## config.mk

```make
export PLATFORM = sky130hd
export DESIGN_NAME = hex2binary_stream
export DESIGN_NICKNAME = d
export VERILOG_FILES = /design/src/rtl/hex2binary_stream.sv
export SDC_FILE = /design/constraint.sdc
export NUM_CORES = 1
export LEC_CHECK = 0
export CORE_MARGIN = 2
export CORE_UTILIZATION = 25
export CTS_CLUSTER_DIAMETER = 100
export DETAILED_ROUTE_END_ITERATION = 12
export PLACE_DENSITY = 0.43
export SLEW_MARGIN = 20
export SYNTH_ARGS = -nofsm -noshare
export SYNTH_HDL_FRONTEND = slang
export SYNTH_SLANG_ARGS = --single-unit
```

## constraint.sdc

```tcl
create_clock -name clk -period 4.33 [get_ports clk]
set_input_delay 0.866 -clock clk [delete_from_list [all_inputs] [get_ports clk]]
set_output_delay 0.866 -clock clk [all_outputs]
set_load 0.1 [all_outputs]
```

## src/rtl/hex2binary_stream.sv

```systemverilog
// -----------------------------------------------------------------------------
// hex2binary_stream
//   Serial ASCII-hex to binary word parser. One ASCII character is accepted per
//   cycle over a valid/ready stream, most significant digit first. After N/4
//   valid hex digits the assembled N-bit word is presented on a valid/ready
//   output and held until the consumer takes it. A non-hex character discards
//   the partial word and raises a one-cycle err pulse so the parser resyncs.
//
// Ports
//   clk         in   1   rising-edge clock
//   rst         in   1   synchronous, active-high reset
//   char_in     in   8   ASCII character
//   char_valid  in   1   char_in is valid this cycle
//   char_ready  out  1   parser accepts char_in this cycle
//   bin_num     out  N   parsed word (first digit in bin_num[N-1:N-4])
//   bin_valid   out  1   bin_num holds a complete word
//   bin_ready   in   1   downstream consumes bin_num
//   err         out  1   one-cycle pulse: a non-hex character was accepted
// -----------------------------------------------------------------------------
module hex2binary_stream #(
  parameter int N = 32
) (
  input  logic         clk,
  input  logic         rst,
  input  logic [7:0]   char_in,
  input  logic         char_valid,
  output logic         char_ready,
  output logic [N-1:0] bin_num,
  output logic         bin_valid,
  input  logic         bin_ready,
  output logic         err
);

  localparam int DIGITS = N / 4;
  localparam int CNT_W  = (DIGITS > 1) ? $clog2(DIGITS) : 1;
  localparam logic [CNT_W-1:0] LAST_DIGIT = CNT_W'(DIGITS - 1);

  typedef enum logic {
    COLLECT,
    OUTPUT
  } state_t;

  // Returns {valid, nibble}. Letters of either case share the low five code
  // bits, so 'A'/'a' = x1 and adding 9 to the low nibble yields 10..15.
  function automatic logic [4:0] hex_decode(input logic [7:0] c);
    logic [4:0] res;
    res = 5'b0;
    if (c >= 8'h30 && c <= 8'h39)
      res = {1'b1, c[3:0]};
    else if ((c >= 8'h41 && c <= 8'h46) || (c >= 8'h61 && c <= 8'h66))
      res = {1'b1, c[3:0] + 4'd9};
    return res;
  endfunction

  state_t           state, state_nx;
  logic [CNT_W-1:0] cnt, cnt_nx;
  // Only the first DIGITS-1 digits ever need to be kept; the last digit is
  // merged straight into bin_num on the accepting edge.
  logic [N-5:0]     acc, acc_nx;
  logic [N-1:0]     bin_num_nx;
  logic             bin_valid_nx;
  logic             err_nx;
  logic [4:0]       dec;

  always_ff @(posedge clk) begin
    if (rst) begin
      state     <= COLLECT;
      cnt       <= '0;
      acc       <= '0;
      bin_num   <= '0;
      bin_valid <= 1'b0;
      err       <= 1'b0;
    end else begin
      state     <= state_nx;
      cnt       <= cnt_nx;
      acc       <= acc_nx;
      bin_num   <= bin_num_nx;
      bin_valid <= bin_valid_nx;
      err       <= err_nx;
    end
  end

  always_comb begin
    state_nx     = state;
    cnt_nx       = cnt;
    acc_nx       = acc;
    bin_num_nx   = bin_num;
    bin_valid_nx = bin_valid;
    err_nx       = 1'b0;
    char_ready   = 1'b0;
    dec          = hex_decode(char_in);

    case (state)
      COLLECT: begin
        char_ready = !rst;
        if (char_valid) begin
          if (dec[4]) begin
            if (cnt == LAST_DIGIT) begin
              bin_num_nx   = {acc, dec[3:0]};
              bin_valid_nx = 1'b1;
              cnt_nx       = '0;
              acc_nx       = '0;
              state_nx     = OUTPUT;
            end else begin
              acc_nx = (N-4)'({acc, dec[3:0]});
              cnt_nx = cnt + CNT_W'(1);
            end
          end else begin
            // Resync: drop the partial word and flag the bad character.
            err_nx = 1'b1;
            acc_nx = '0;
            cnt_nx = '0;
          end
        end
      end
      OUTPUT: begin
        if (bin_ready) begin
          bin_valid_nx = 1'b0;
          state_nx     = COLLECT;
        end
      end
      default: state_nx = COLLECT;
    endcase
  end

endmodule
```

== After elaboration in Yosys (flattened, before gate mapping) ==
Cells that the tools add are included.

* $add $sub $neg: 2
* Bitwise operators: 2
* Reduce and logical (&&, ||, !) cells: 9
* Equality and inequality tests: 5
* Mux-type cells: 18
* $lt $le $gt $ge: 6

{| class="wikitable"
|+ Operators with widths
! cell !! number
|-
| $mux 28 || 2
|-
| $ge 8x7->1 const B || 2
|-
| $le 8x7->1 const B || 2
|-
| $mux 1 || 10
|-
| $mux 5 || 2
|-
| $ge 8x6->1 const B || 1
|-
| $le 8x6->1 const B || 1
|-
| $ne 2x2->1 const B || 4
|-
| $reduce_and 4->1 || 2
|-
| $mux 3 || 2
|-
| $add 4x4->4 const B || 1
|-
| $pmux 1 s2 || 2
|-
| $add 3x1->3 const B || 1
|-
| $eq 3x3->1 const B || 1
|-
| $logic_and 1x1->1 || 3
|-
| $reduce_or 3->1 || 1
|-
| $not 1->1 || 2
|-
| $reduce_and 2->1 || 1
|-
| $logic_not 1->1 || 1
|-
| $logic_or 1x1->1 || 1
|}

* Logic and storage cells: 48
* Input bits: 12
* Flip-flop bits (word level): 66
* Output and inout port bits: 35

== Logic depth before layout (Yosys ltp) ==
* Word-level depth: 8
* Mapped depth: 8
* Gate-level depth less buffers: 7

== Least setup slack after synthesis ==
Ideal clock, no wire load.

* Path kind: input port to output port
* From: in rst
* To: out char_ready
* Arrival time: 2661 ps
* Slack: 803 ps
* Cell stages on the path: 4
* Path buffers: 3
* Required time: 3464 ps
* Cells stage by stage: clkbuf_1 > clkbuf_1 > buf_1 > nor2_1

* Cells in the longest elaborated chain, start to end: 2

{| class="wikitable"
|+ RTL lines
! element !! line !! source
|-
| start: declaration || 24 || <nowiki>input logic rst,</nowiki>
|-
| $logic_not 1->1 || 95 || <nowiki>char_ready = !rst;</nowiki>
|-
| $mux 1 || 93 || <nowiki>case (state)</nowiki>
|-
| end: declaration || 27 || <nowiki>output logic char_ready,</nowiki>
|}

Every way passes these cells.

== Final worst setup path ==
* From: in char_in[0]
* To: reg acc[7]

* Cells in the longest elaborated chain, start to end: 6
* Elaborated cells on any way between the ends: 13
* Classes of those cells: 6 x order compare; 3 x mux; 4 x reduce/logical

{| class="wikitable"
|+ RTL lines
! element !! line !! source
|-
| start: declaration || 25 || <nowiki>input logic [7:0] char_in,</nowiki>
|-
| $ge 8x7->1 / $le 8x7->1 (equally long branches) || 50 || <nowiki>else if ((c >= 8'h41 && c <= 8'h46) || (c >= 8'h61 && c <= 8'h66))</nowiki>
|-
| $logic_and 1x1->1 || 50 ||
|-
| $logic_or 1x1->1 || 50 ||
|-
| $mux 5 || 50 ||
|-
| $mux 5 * || 48 || <nowiki>if (c >= 8'h30 && c <= 8'h39)</nowiki>
|-
| $mux 28 * || 97 || <nowiki>if (dec[4]) begin</nowiki>
|-
| end signal: assignment || 76 || <nowiki>acc <= acc_nx;</nowiki>
|-
| end: declaration || 59 || <nowiki>logic [N-5:0] acc, acc_nx;</nowiki>
|}

Every way passes the cells marked *; elsewhere a longest branch is shown, timed or not.
A chain may end at the register's enable or synchronous reset.

==> summary.md <==
| Metric | Value |
|---|---|
| FF-to-FF path depth | 7 |
| Hold path depth | 2 |
| Largest net degree at the start of global routing | 69 |
| Gate power share | 4.9% |
| Crit start category | primary input |
| Die Ht | 104.2 µm |
| Fin cells | 468 |
| Type of the worst setup path | in2reg |
| Post-CTS setup buffers | 0 |
| Ports | 47 |
| Placed instance count | 452 |
| Max Slew Vio Count | 0 |
| Worst clock skew | 0.01310 ns |
| Critical Path AT | 3.22 ns |
| CTS buffer count | 9 |
| Worst skew pair latency | 0.34 ns |
| Clk pwr share | 43.1% |
| RD Place Congestion | 0.6557 |
| Clk sinks | 66 |
| Max FO, Critical Path | 30 |
| Cell-internal power | 0.0008937 W |
| Final Hold Fails | 0 |
| Hold Path Sink | bin_num[29]$_SDFFE_PP0P_ |
| CTS tree | built |
| Syn nets | 304 |
| DP Area | 0.003083 mm² |
| P_sw | 0.0002758 W |
| Final ANT Viol Nets | 0 |
| Async S/R FF share, synth | 0% |
| Most instantiated library cell after synthesis | dfxtp_1 |
| Family with the most delay on the worst path | buffers and inverters |
| Clock slew at reported path FFs | 0.08 ns |
| Setup TNS | 0 ns |
| R2R Path Start | cnt[0]$_SDFFE_PP0P_ |
| First-pass GRT wire length | 9494 µm |
| Sequential power share | 52.0% |
| Antenna violations before repair | 0 |
| Worst R2R Setup Slack | 2.65 ns |
| Worst path required time | 4.61 ns |
| Area Overhead vs Synth | 30.48% |
| FF-to-FF End | bin_num[1]$_SDFFE_PP0P_ |
| DRC violations left | 0 |
| DRT iter0 DRCs | 109 |
| P per Cell Area | 356.8 mW/mm² |
| Pre-CTS setup slack | 1.043 ns |
| Root Buffer | clkbuf_8 |
| WL final | 5666 µm |
| Core ar. | 0.009774 mm² |
| H-tree levels | 3 |
| Dpl hpwl | 3729 µm |
| CP bufs+invs | 3 |
| Final count of negative-setup-slack endpoints | 0 |
| Relative slew slack | 34.77% |
| Worst-case vdd ir drop | 0.1141 mV |
| GRT overflow | 0 |
| GRT Resource Usage Total | 10.92% |
| Worst-margin pin slew | 0.9753 ns |
| Ant. Diodes | 0 |
| Synth top area cells | dfxtp_1 (53%), nand2_1 (9.1%), a22oi_1 (8.4%) |
| DR WL/cell | 12.11 µm |
| Vias in the first global route | 1951 |
| Final worst setup slack | 1.385 ns |
| Via count | 2033 |
| Post-cts resize count | 0 |
| Pre-antenna DRT Iters | 4 |
| IO Port Bufs | 46 |
| Row count | 36 |
| Worst Setup End Kind | flip-flop |
| Main synth FF type | dfxtp_1 |
| CP startpoint | char_in[0] |
| Yosys top cell by area | dfxtp_1 |
| CTS max path bufs | 2 |
| Routed vias/inst | 4.344 |
| Die X | 104.2 µm |
| Post-layout util | 33.54% |
| RSZ-0062 raised after global routing | no |
| Avg Cell Area, Syn | 8.754 µm² |
| Post-synthesis sequential area ratio | 52.59% |
| Synth Register Bits | 66 |
| Slowest stage delay, CP | 0.61 ns |
| Status | finished, final reports clean |
| Post-Syn Instances | 287 |
| Starting Density | 25.70% |
| Die area | 0.01087 mm² |
| Finished Cell Area | 0.003278 mm² |
| Share of the synthesized area in the top cell type | 52.59% |
| Max Fclk | 339.6 MHz |
| Sw Share | 23.59% |
| YS warnings | 0 |
| Minimum clock period | 2.945 ns |
| Layout cells sized above 1 | 9.254% |
| Synth top cells by count | dfxtp_1 (66), nand2_1 (61), nor2_1 (37), a21oi_1 (32), a22oi_1 (28) |
| HP Class | reg2reg |
| CP cell instances | clkdlybuf4s50_1, inv_1, ha_1, nor3b_1, a311o_4, a211oi_4, buf_4, a22oi_1, nor2_1 |
| Min-delay src | bin_num[29]$_SDFFE_PP0P_ |
| Mapped Area | 0.002512 mm² |
| CTS hold repair buffers | 0 |
| Post-synth EDFFs | 0 |
| Final period util | 68.01% |
| Post-layout nets | 347 |
| Yosys cell types | 35 |
| CP max-delay cell | clkdlybuf4s50_1 |
| Max-Cap Viols | 0 |
| Leakage | 1.099 nW |
[worst max path at each step]
stage / end / slack, ns / depth (start not counted)
after floorplan: char_ready / 0.80 / 4
after global routing: acc[1]$_SDFFE_PP0P_ / 1.26 / 9
after detailed placement: cnt[0]$_SDFFE_PP0P_ / 1.04 / 9
after global placement: acc[1]$_SDFFE_PP0P_ / 1.10 / 9
after CTS: cnt[0]$_SDFFE_PP0P_ / 1.39 / 9
final: acc[7]$_SDFFE_PP0P_ / 1.39 / 9
[worst register-to-register path, stage by stage, from the launching register on]
cell and delay [ns]:
dfxtp_1 0.35, ha_1 0.17, ha_1 0.23, and2_1 0.20
a21boi_2 0.20, buf_4 0.24, nor2_1 0.06, nor3_1 0.16
[kinds of logic (layout without fill, tap and decap cells)]
group,after synthesis,count (layout),share of synthesized area [%]
AND/OR/NAND/NOR,115,115,19.32
AO/OA/AOI/OAI,74,74,19.72
flip-flops,66,66,52.59
buffers and inverters,24,72,4.631
adder cells (fa/ha/maj),5,5,2.490
multiplexers,3,3,1.245
[per-stage QoR]
| step | hold WS (ns) | total power [W] |
|---|---|---|
| floorplan | 0.4324 | 0.0006589 |
| global placement | 0.4443 | 0.0006802 |
| detailed placement | 0.4475 | 0.0006805 |
| CTS | 0.4577 | 0.001189 |
| global route | 0.4747 | 0.001217 |
| finish | 0.4528 | 0.001169 |
[power groups by stage]
stage	logic, W	clock network (W)	registers, W
CTS	0.0000583	0.000523	0.000608
finish	0.0000573	0.000504	0.000608
global route	0.0000621	0.000547	0.000608
global placement	0.0000579	0	0.000622
floorplan	0.0000327	0	0.000626
detailed placement	0.0000582	0	0.000622
[flip-flops by register name, indices dropped and copies added (netlist names)]
signal / cells
acc: 28
bin_num: 32
bin_valid: 1
cnt: 3
err: 1
state: 1
[layout make-up]
class	instances	area (µm²)
clock inverters	6	67.56
inverters	3	11.26
repair buffers	53	505.5
well taps	133	166.4
multi-input cells	197	1079
fillers	1041	6496
clock buffers	10	127.6
flip-flops and latches	66	1321
[cells in the final DEF, fill, tap and decap left out, drive strengths merged, types with 2 or more instances in the layout]
| cell | count |
|---|---|
| dfxtp | 66 |
| nand2 | 61 |
| clkdlybuf4s50 | 44 |
| nor2 | 37 |
| a21oi | 32 |
| a22oi | 28 |
| clkbuf | 10 |
| buf | 9 |
| ha | 5 |
| o21ai | 5 |
| nor3 | 4 |
| nand3b | 3 |
| inv | 3 |
| clkinv | 3 |
| nor2b | 2 |
| nand2b | 2 |
| mux2i | 2 |
| clkinvlp | 2 |
[routing by layer]
layer / global-route usage (%) / vias up / part of all wire [%]
li1: - / 1068 / -
met1: 14.46 / 920 / 51
met2: 16.17 / 35 / 43
met3: 3.697 / 10 / 3.8
met4: 4.633 / 0 / 1.9
met5: 0 / - / 0
(Power assumes the default switching activity.)
